$ cat src/rtl/buffer_window_ctrl.sv
// buffer_window_ctrl
// Sequencer for the 4x16-byte line buffer of the windowing datapath.
// Fills the buffer from memory one 32-bit word at a time. It then presents
// every 4x4-byte window of the current 4-row band to a valid/ready consumer.
// It then shifts the buffer up one row, refills the bottom row and repeats
// until the whole image has been swept.

module buffer_window_ctrl #(
  parameter int ADDR_W   = 16,
  parameter int IMG_ROWS = 16
) (
  input  logic              clk,
  input  logic              rst,
  input  logic              start,
  input  logic [ADDR_W-1:0] base_addr,
  output logic              mem_rd_en,
  output logic [ADDR_W-1:0] mem_addr,
  input  logic              mem_rd_valid,
  output logic              buf_ld,
  output logic [1:0]        buf_row,
  output logic [1:0]        buf_col,
  output logic              buf_shift_en,
  output logic [3:0]        buf_table_index,
  output logic              win_valid,
  input  logic              win_ready,
  output logic              win_last,
  output logic              busy,
  output logic              done
);

  // img_row must be able to hold IMG_ROWS itself: that value marks the final band
  localparam int              ROW_W    = $clog2(IMG_ROWS + 1);
  localparam logic [ROW_W-1:0] LAST_ROW = ROW_W'(IMG_ROWS);
  localparam logic [3:0]      TI_FIRST = 4'd3;
  localparam logic [3:0]      TI_LAST  = 4'd15;

  typedef enum logic [2:0] {
    IDLE,
    FILL_REQ,
    FILL_WAIT,
    WIN,
    SHIFT,
    REFILL_REQ,
    REFILL_WAIT,
    DONE
  } state_t;

  state_t            state;
  state_t            state_nxt;
  logic [ADDR_W-1:0] base_q;
  logic [ROW_W-1:0]  img_row;
  logic [1:0]        brow;
  logic [1:0]        bcol;
  logic [3:0]        ti;
  logic [ADDR_W-1:0] rd_addr;
  logic              band_last;

  // Each image row is four words, so the row index is scaled by 4.
  // The sum wraps modulo 2^ADDR_W.
  assign rd_addr   = base_q + (ADDR_W'(img_row) << 2) + ADDR_W'(bcol);
  assign band_last = (img_row == LAST_ROW);

  // The table index is the window right edge.
  // It keeps its last value while no window is being presented.
  assign buf_table_index = ti;

  // State register
  always_ff @(posedge clk) begin
    if (rst) begin
      state <= IDLE;
    end else begin
      state <= state_nxt;
    end
  end

  // Next-state logic and all control outputs, decoded from the current state
  always_comb begin
    state_nxt    = state;
    mem_rd_en    = 1'b0;
    mem_addr     = '0;
    buf_ld       = 1'b0;
    buf_row      = 2'd0;
    buf_col      = 2'd0;
    buf_shift_en = 1'b0;
    win_valid    = 1'b0;
    win_last     = 1'b0;
    done         = 1'b0;
    busy         = (state != IDLE);

    case (state)
      IDLE: begin
        if (start) begin
          state_nxt = FILL_REQ;
        end
      end

      FILL_REQ: begin
        mem_rd_en = 1'b1;
        mem_addr  = rd_addr;
        state_nxt = FILL_WAIT;
      end

      FILL_WAIT: begin
        if (mem_rd_valid) begin
          buf_ld    = 1'b1;
          buf_row   = brow;
          buf_col   = bcol;
          state_nxt = (brow == 2'd3 && bcol == 2'd3) ? WIN : FILL_REQ;
        end
      end

      WIN: begin
        win_valid = 1'b1;
        win_last  = (ti == TI_LAST) && band_last;
        if (win_ready && ti == TI_LAST) begin
          state_nxt = band_last ? DONE : SHIFT;
        end
      end

      SHIFT: begin
        buf_shift_en = 1'b1;
        state_nxt    = REFILL_REQ;
      end

      REFILL_REQ: begin
        mem_rd_en = 1'b1;
        mem_addr  = rd_addr;
        state_nxt = REFILL_WAIT;
      end

      REFILL_WAIT: begin
        if (mem_rd_valid) begin
          buf_ld    = 1'b1;
          buf_row   = brow;
          buf_col   = bcol;
          state_nxt = (bcol == 2'd3) ? WIN : REFILL_REQ;
        end
      end

      DONE: begin
        done      = 1'b1;
        state_nxt = IDLE;
      end

      default: begin
        state_nxt = IDLE;
      end
    endcase
  end

  // Base latch, fetch position counters and window index, advanced by state
  always_ff @(posedge clk) begin
    if (rst) begin
      base_q  <= '0;
      img_row <= '0;
      brow    <= 2'd0;
      bcol    <= 2'd0;
      ti      <= 4'd0;
    end else begin
      case (state)
        IDLE: begin
          if (start) begin
            base_q  <= base_addr;
            img_row <= '0;
            brow    <= 2'd0;
            bcol    <= 2'd0;
          end
        end

        FILL_WAIT: begin
          if (mem_rd_valid) begin
            bcol <= bcol + 2'd1;
            if (bcol == 2'd3) begin
              brow    <= brow + 2'd1;
              img_row <= img_row + ROW_W'(1);
            end
            if (brow == 2'd3 && bcol == 2'd3) begin
              ti <= TI_FIRST;
            end
          end
        end

        REFILL_WAIT: begin
          if (mem_rd_valid) begin
            bcol <= bcol + 2'd1;
            if (bcol == 2'd3) begin
              // brow wraps 3->0 here; SHIFT forces it back to 3 before the next refill
              brow    <= brow + 2'd1;
              img_row <= img_row + ROW_W'(1);
              ti      <= TI_FIRST;
            end
          end
        end

        WIN: begin
          if (win_ready && ti != TI_LAST) begin
            ti <= ti + 4'd1;
          end
        end

        SHIFT: begin
          brow <= 2'd3;
          bcol <= 2'd0;
        end

        default: begin
        end
      endcase
    end
  end

endmodule
$ cat config.mk
export PLATFORM = sky130hd
export DESIGN_NAME = buffer_window_ctrl
export DESIGN_NICKNAME = d
export VERILOG_FILES = /design/src/rtl/buffer_window_ctrl.sv
export SDC_FILE = /design/constraint.sdc
export NUM_CORES = 1
export LEC_CHECK = 0
export CAP_MARGIN = 25
export CORE_UTILIZATION = 35
export CTS_BUF_LIST = sky130_fd_sc_hd__clkbuf_16
export CTS_CLUSTER_DIAMETER = 150
export DETAILED_ROUTE_END_ITERATION = 6
export HOLD_SLACK_MARGIN = 0.08
export PLACE_DENSITY = 0.59
export REMOVE_ABC_BUFFERS = 1
export SLEW_MARGIN = 20
export SYNTH_ARGS = -nofsm -noshare
export SYNTH_HDL_FRONTEND = slang
export SYNTH_SLANG_ARGS = --single-unit
$ cat constraint.sdc
create_clock -name clk -period 3.9 [get_ports clk]
set_clock_uncertainty 0.2 [all_clocks]
set_input_delay 0.39 -clock clk [delete_from_list [all_inputs] [get_ports clk]]
set_output_delay 0.39 -clock clk [all_outputs]
set_load 0.01 [all_outputs]
**Yosys cells after proc, flatten, opt, wreduce, memory -nomap -nowiden**

Cells that the tools add are included.

- Bits in registers: 32
- Input port bits: 21
- Output and inout port bits: 31
- Logic and storage cells: 86

- Add/subtract/negate cells: 6
- Eq/ne operators: 21
- Multiplexer cells: 36
- Reductions and logical operators: 17

Operators by type and width:

| operator | number |
|---|---|
| $pmux W3 S8 | 1 |
| $mux W2 | 10 |
| $mux W4 | 5 |
| $add A16 B2 Y16 | 1 |
| $add A16 B7 Y16 | 1 |
| $mux W16 | 1 |
| $mux W3 | 5 |
| $mux W5 | 3 |
| $ne A2 B2 Y1 const B | 7 |
| $eq A3 B3 Y1 const B | 4 |
| $pmux W2 S3 | 2 |
| $pmux W4 S3 | 1 |
| $reduce_and A4 Y1 | 3 |
| $pmux W5 S2 | 1 |
| $reduce_bool A3 Y1 | 3 |
| $mux W1 | 7 |
| $eq A3 B2 Y1 const B | 2 |
| $reduce_and A6 Y1 | 1 |
| $add A5 B1 Y5 const B | 1 |
| $eq A5 B5 Y1 const B | 1 |
| $add A2 B1 Y2 const B | 2 |
| $add A4 B1 Y4 const B | 1 |
| $eq A2 B2 Y1 const B | 2 |
| $eq A4 B4 Y1 const B | 1 |
| 9 further kinds | 14 |

**Logic depth before layout (Yosys ltp)**

- Word-level depth: 5
- Mapped depth: 8

**Least setup slack after synthesis**

OpenSTA, ideal clock, no wires.

- Kind: register -> output
- Start: reg bcol[0]
- End: out mem_addr[10]
- Arrival: 1,773 ps
- Required time: 3,310 ps
- Setup slack: 1,537 ps
- Cell stages (with the launch flop): 9
- Path buffers: 0
- Path through: dfxtp_1 -> ha_1 -> inv_1 -> fa_1 -> nor2b_1 -> o31ai_1 -> a211oi_1 -> xnor2_1 -> nor2_1

- Cells in the longest elaborated chain, start to end: 2

RTL lines:

| item | line | text |
|---|---|---|
| from (decl) | 53 | `logic [1:0] bcol;` |
| from (signal assigned) | 172 | `bcol <= bcol + 2'd1;` |
| from (signal assigned) | 185 | `bcol <= bcol + 2'd1;` |
| $add A16 B2 Y16 | 60 | `assign rd_addr = base_q + (ADDR_W'(img_row) << 2) + ADDR_W'(bcol);` |
| $mux W16 | 90 | `case (state)` |
| to (decl) | 17 | `output logic [ADDR_W-1:0] mem_addr,` |

Every way passes these cells.

**Worst setup path in the final report**

- Start: reg bcol[0]
- End: out mem_addr[12]

The elaborated chain is that of the path after synthesis.

==> impl_metrics.json <==
{
  "synth-seq-cells": 32,
  "cts_buffers": 5,
  "syn_to_final_growth_pct": 32.7,
  "critical_path_class": "register to output port",
  "status": "completed",
  "cts_root_buf": "clkbuf_16",
  "die_h_um": 78.2,
  "maxSlewHeadroom": 0.463,
  "regToRegStartpoint": "state[0]",
  "cts_tree": "yes",
  "cts.path.max_buffers": 2,
  "ios": 52,
  "die_w_um": 78.2,
  "rows": 27,
  "htree_levels": 2,
  "grt_pass1_vias": 1790,
  "coreArea_mm2": 0.00554,
  "fmax_mhz": 304,
  "crit_path_max_fanout": 5,
  "vdd_drop_max_v": 0.000158,
  "critical_path_arrival_ns": 2.69,
  "finalPower_uw": 908,
  "drive_above_1_share": 0.0476,
  "powerDensity_mw_per_mm2": 336,
  "reg2regPathDepth": 5,
  "setup_ws_ns": 0.616,
  "fin_crit_ns": 3.28,
  "synth_area_per_cell_um2": 7.59,
  "worstSetupStartpoint": "bcol[0]",
  "slew_viol_final": 0,
  "ys_seq_area_frac": 0.315,
  "grt_max_degree": 32,
  "synth_warnings": 0,
  "antenna-diode-count": 0,
  "ant_nets": 0,
  "power.leakage_uw": 0.00104,
  "portBuffers": 51,
  "cp-end-kind": "output port",
  "regToRegEndpoint": "base_q[15]",
  "tightest_slew_ns": 0.805,
  "setup_viol": 0,
  "wl_mm": 4.77,
  "startpoint_type": "register",
  "postCtsSetupRepairBufs": 0,
  "syn_area_mm2": 0.00203,
  "grt_overflow": 0,
  "min_from": "base_q[2]",
  "pre_cts_slack_ns": 0.886,
  "ys_types": 44,
  "regToRegSetupSlack_ns": 1.92,
  "viasPerCell": 4.96,
  "final_hold_viol_count": 0,
  "track_usage": 0.165,
  "cap_violations": 0,
  "synthArstFlopShare": 0,
  "grt_pass1_wl_mm": 8.02,
  "start_util": 0.367,
  "wl_per_cell_um": 12.3,
  "min_to": "base_q[2]",
  "cts_hold_buf": 0,
  "cts.sinks": 32,
  "synth_common_cells": "nand2_1, dfxtp_1, a21oi_1, nor2_1, ha_1",
  "cts.repair.resized": 0,
  "rsz0062_at_grt": "false",
  "hold_slack_ns": 0.261,
  "post-dp-hpwl_mm": 3.56,
  "syn_inst": 268,
  "fin_nets": 349,
  "path_clk_slew_ns": 0.05,
  "yosysTopAreaCell": "dfxtp_1",
  "gp_congestion": 0.819,
  "hold_path_class": "register to register",
  "drc": 0,
  "synth_edf_count": 0,
  "firstDrtPassIters": 4,
  "insertion_delay_ns": 0.27,
  "dieArea_mm2": 0.00612,
  "antenna_found_initial": 0,
  "yosysMostFrequentCell": "nand2_1",
  "tns_ns": 0,
  "synthTopCellsByArea": "dfxtp_1, nand2_1, a21oi_1, ha_1, nor2_1",
  "dr_total_vias": 1918,
  "critPathRequiredTime_ns": 3.31,
  "finalCritPeriodShare": 0.842,
  "synth_top_area_share": 0.315,
  "synth-main-ff-cell": "dfxtp_1",
  "drtIter0Drc": 58,
  "holdPathStages": 2
}
## cell type report
cell class | count | area [µm²]
timing repair buffer | 51 | 505
clock buffer | 5 | 125
clock inverter | 2 | 8.76
tap | 72 | 90.1
sequential | 32 | 641
fill | 564 | 2840
multi-input combinational | 214 | 1290
inverter | 11 | 41.3
## kinds of logic (layout without fill, tap and decap cells)
| group | count (synthesis) | after routing | share of synthesized area |
|---|---|---|---|
| XOR/XNOR | 16 | 16 | 0.0689 |
| AO/OA/AOI/OAI | 56 | 56 | 0.172 |
| flip-flops | 32 | 32 | 0.315 |
| multiplexers | 1 | 1 | 0.00492 |
| adder cells (fa/ha/maj) | 13 | 13 | 0.0836 |
| buffers and inverters | 22 | 69 | 0.0517 |
| AND/OR/NAND/NOR | 128 | 128 | 0.304 |
## how the worst max path moves through the flow
| stage | slack, ns | cells after the start | to |
|---|---|---|---|
| CTS | 0.58 | 9 | mem_addr[12] |
| detailed placement | 0.89 | 9 | mem_addr[12] |
| global placement | 0.94 | 9 | mem_addr[14] |
| floorplan | 1.54 | 8 | mem_addr[10] |
| finish | 0.62 | 9 | mem_addr[12] |
| global route | 0.37 | 9 | mem_addr[12] |
## power by group
part | switching, µW | total (µW) | leakage, µW | internal [µW]
Clock | 127 | 355 | 0.0000709 | 228
Combinational | 94.3 | 175 | 0.000704 | 80.9
Sequential | 27.4 | 378 | 0.000261 | 350
## cell usage in the layout (no fill, tap or decap), types with 2 or more instances in the layout
cell type / Yosys / routed
ha_1: 12 / 12
nor2_1: 30 / 30
o211ai_1: 3 / 3
and3b_1: 2 / 2
a311oi_1: 2 / 2
inv_1: 11 / 12
clkdlybuf4s50_1: 0 / 50
xnor2_1: 8 / 8
xor2_1: 8 / 8
nand4_1: 4 / 4
dfxtp_1: 32 / 32
a211oi_1: 4 / 4
and2_1: 5 / 5
nor2b_1: 3 / 3
and3_1: 3 / 3
clkbuf_16: 0 / 5
nand2b_1: 4 / 4
o21ai_0: 6 / 6
a21o_1: 3 / 3
a21oi_1: 30 / 30
nor3_2: 3 / 3
nand2_1: 49 / 49
nand3_1: 11 / 11
nor3_1: 7 / 7
## metal layers
| layer | vias to the layer above | wire length, µm | track usage |
|---|---|---|---|
| li1 | 1017 | - | - |
| met1 | 839 | 2280 | 0.211 |
| met2 | 53 | 2150 | 0.265 |
| met3 | 9 | 252 | 0.0395 |
| met4 | 0 | 82 | 0.0685 |
| met5 | - | 0 | 0 |
## state kept, by name, indices dropped and copies added, names as in the netlist
register	flops
state	3
bcol	2
img_row	5
buf_table_index	4
base_q	16
brow	2
## stage by stage
stage	area, µm²	utilization	cells
floorplan	1970	-	257
global placement	2570	0.464	380
detailed placement	2570	0.463	380
global route	2700	0.487	387
CTS	2700	0.487	387
finish	2700	0.487	387
## critical path: stages, from the launching register on
cell and delay, ns:
dfxtp_1 0.39, ha_1 0.21, inv_1 0.06, fa_1 0.38
nor2b_1 0.19, o31ai_1 0.17, a211oi_1 0.29, xnor2_1 0.09
nor2_1 0.09, clkdlybuf4s50_1 0.55
Note: power is estimated with default switching activity, not from simulation.
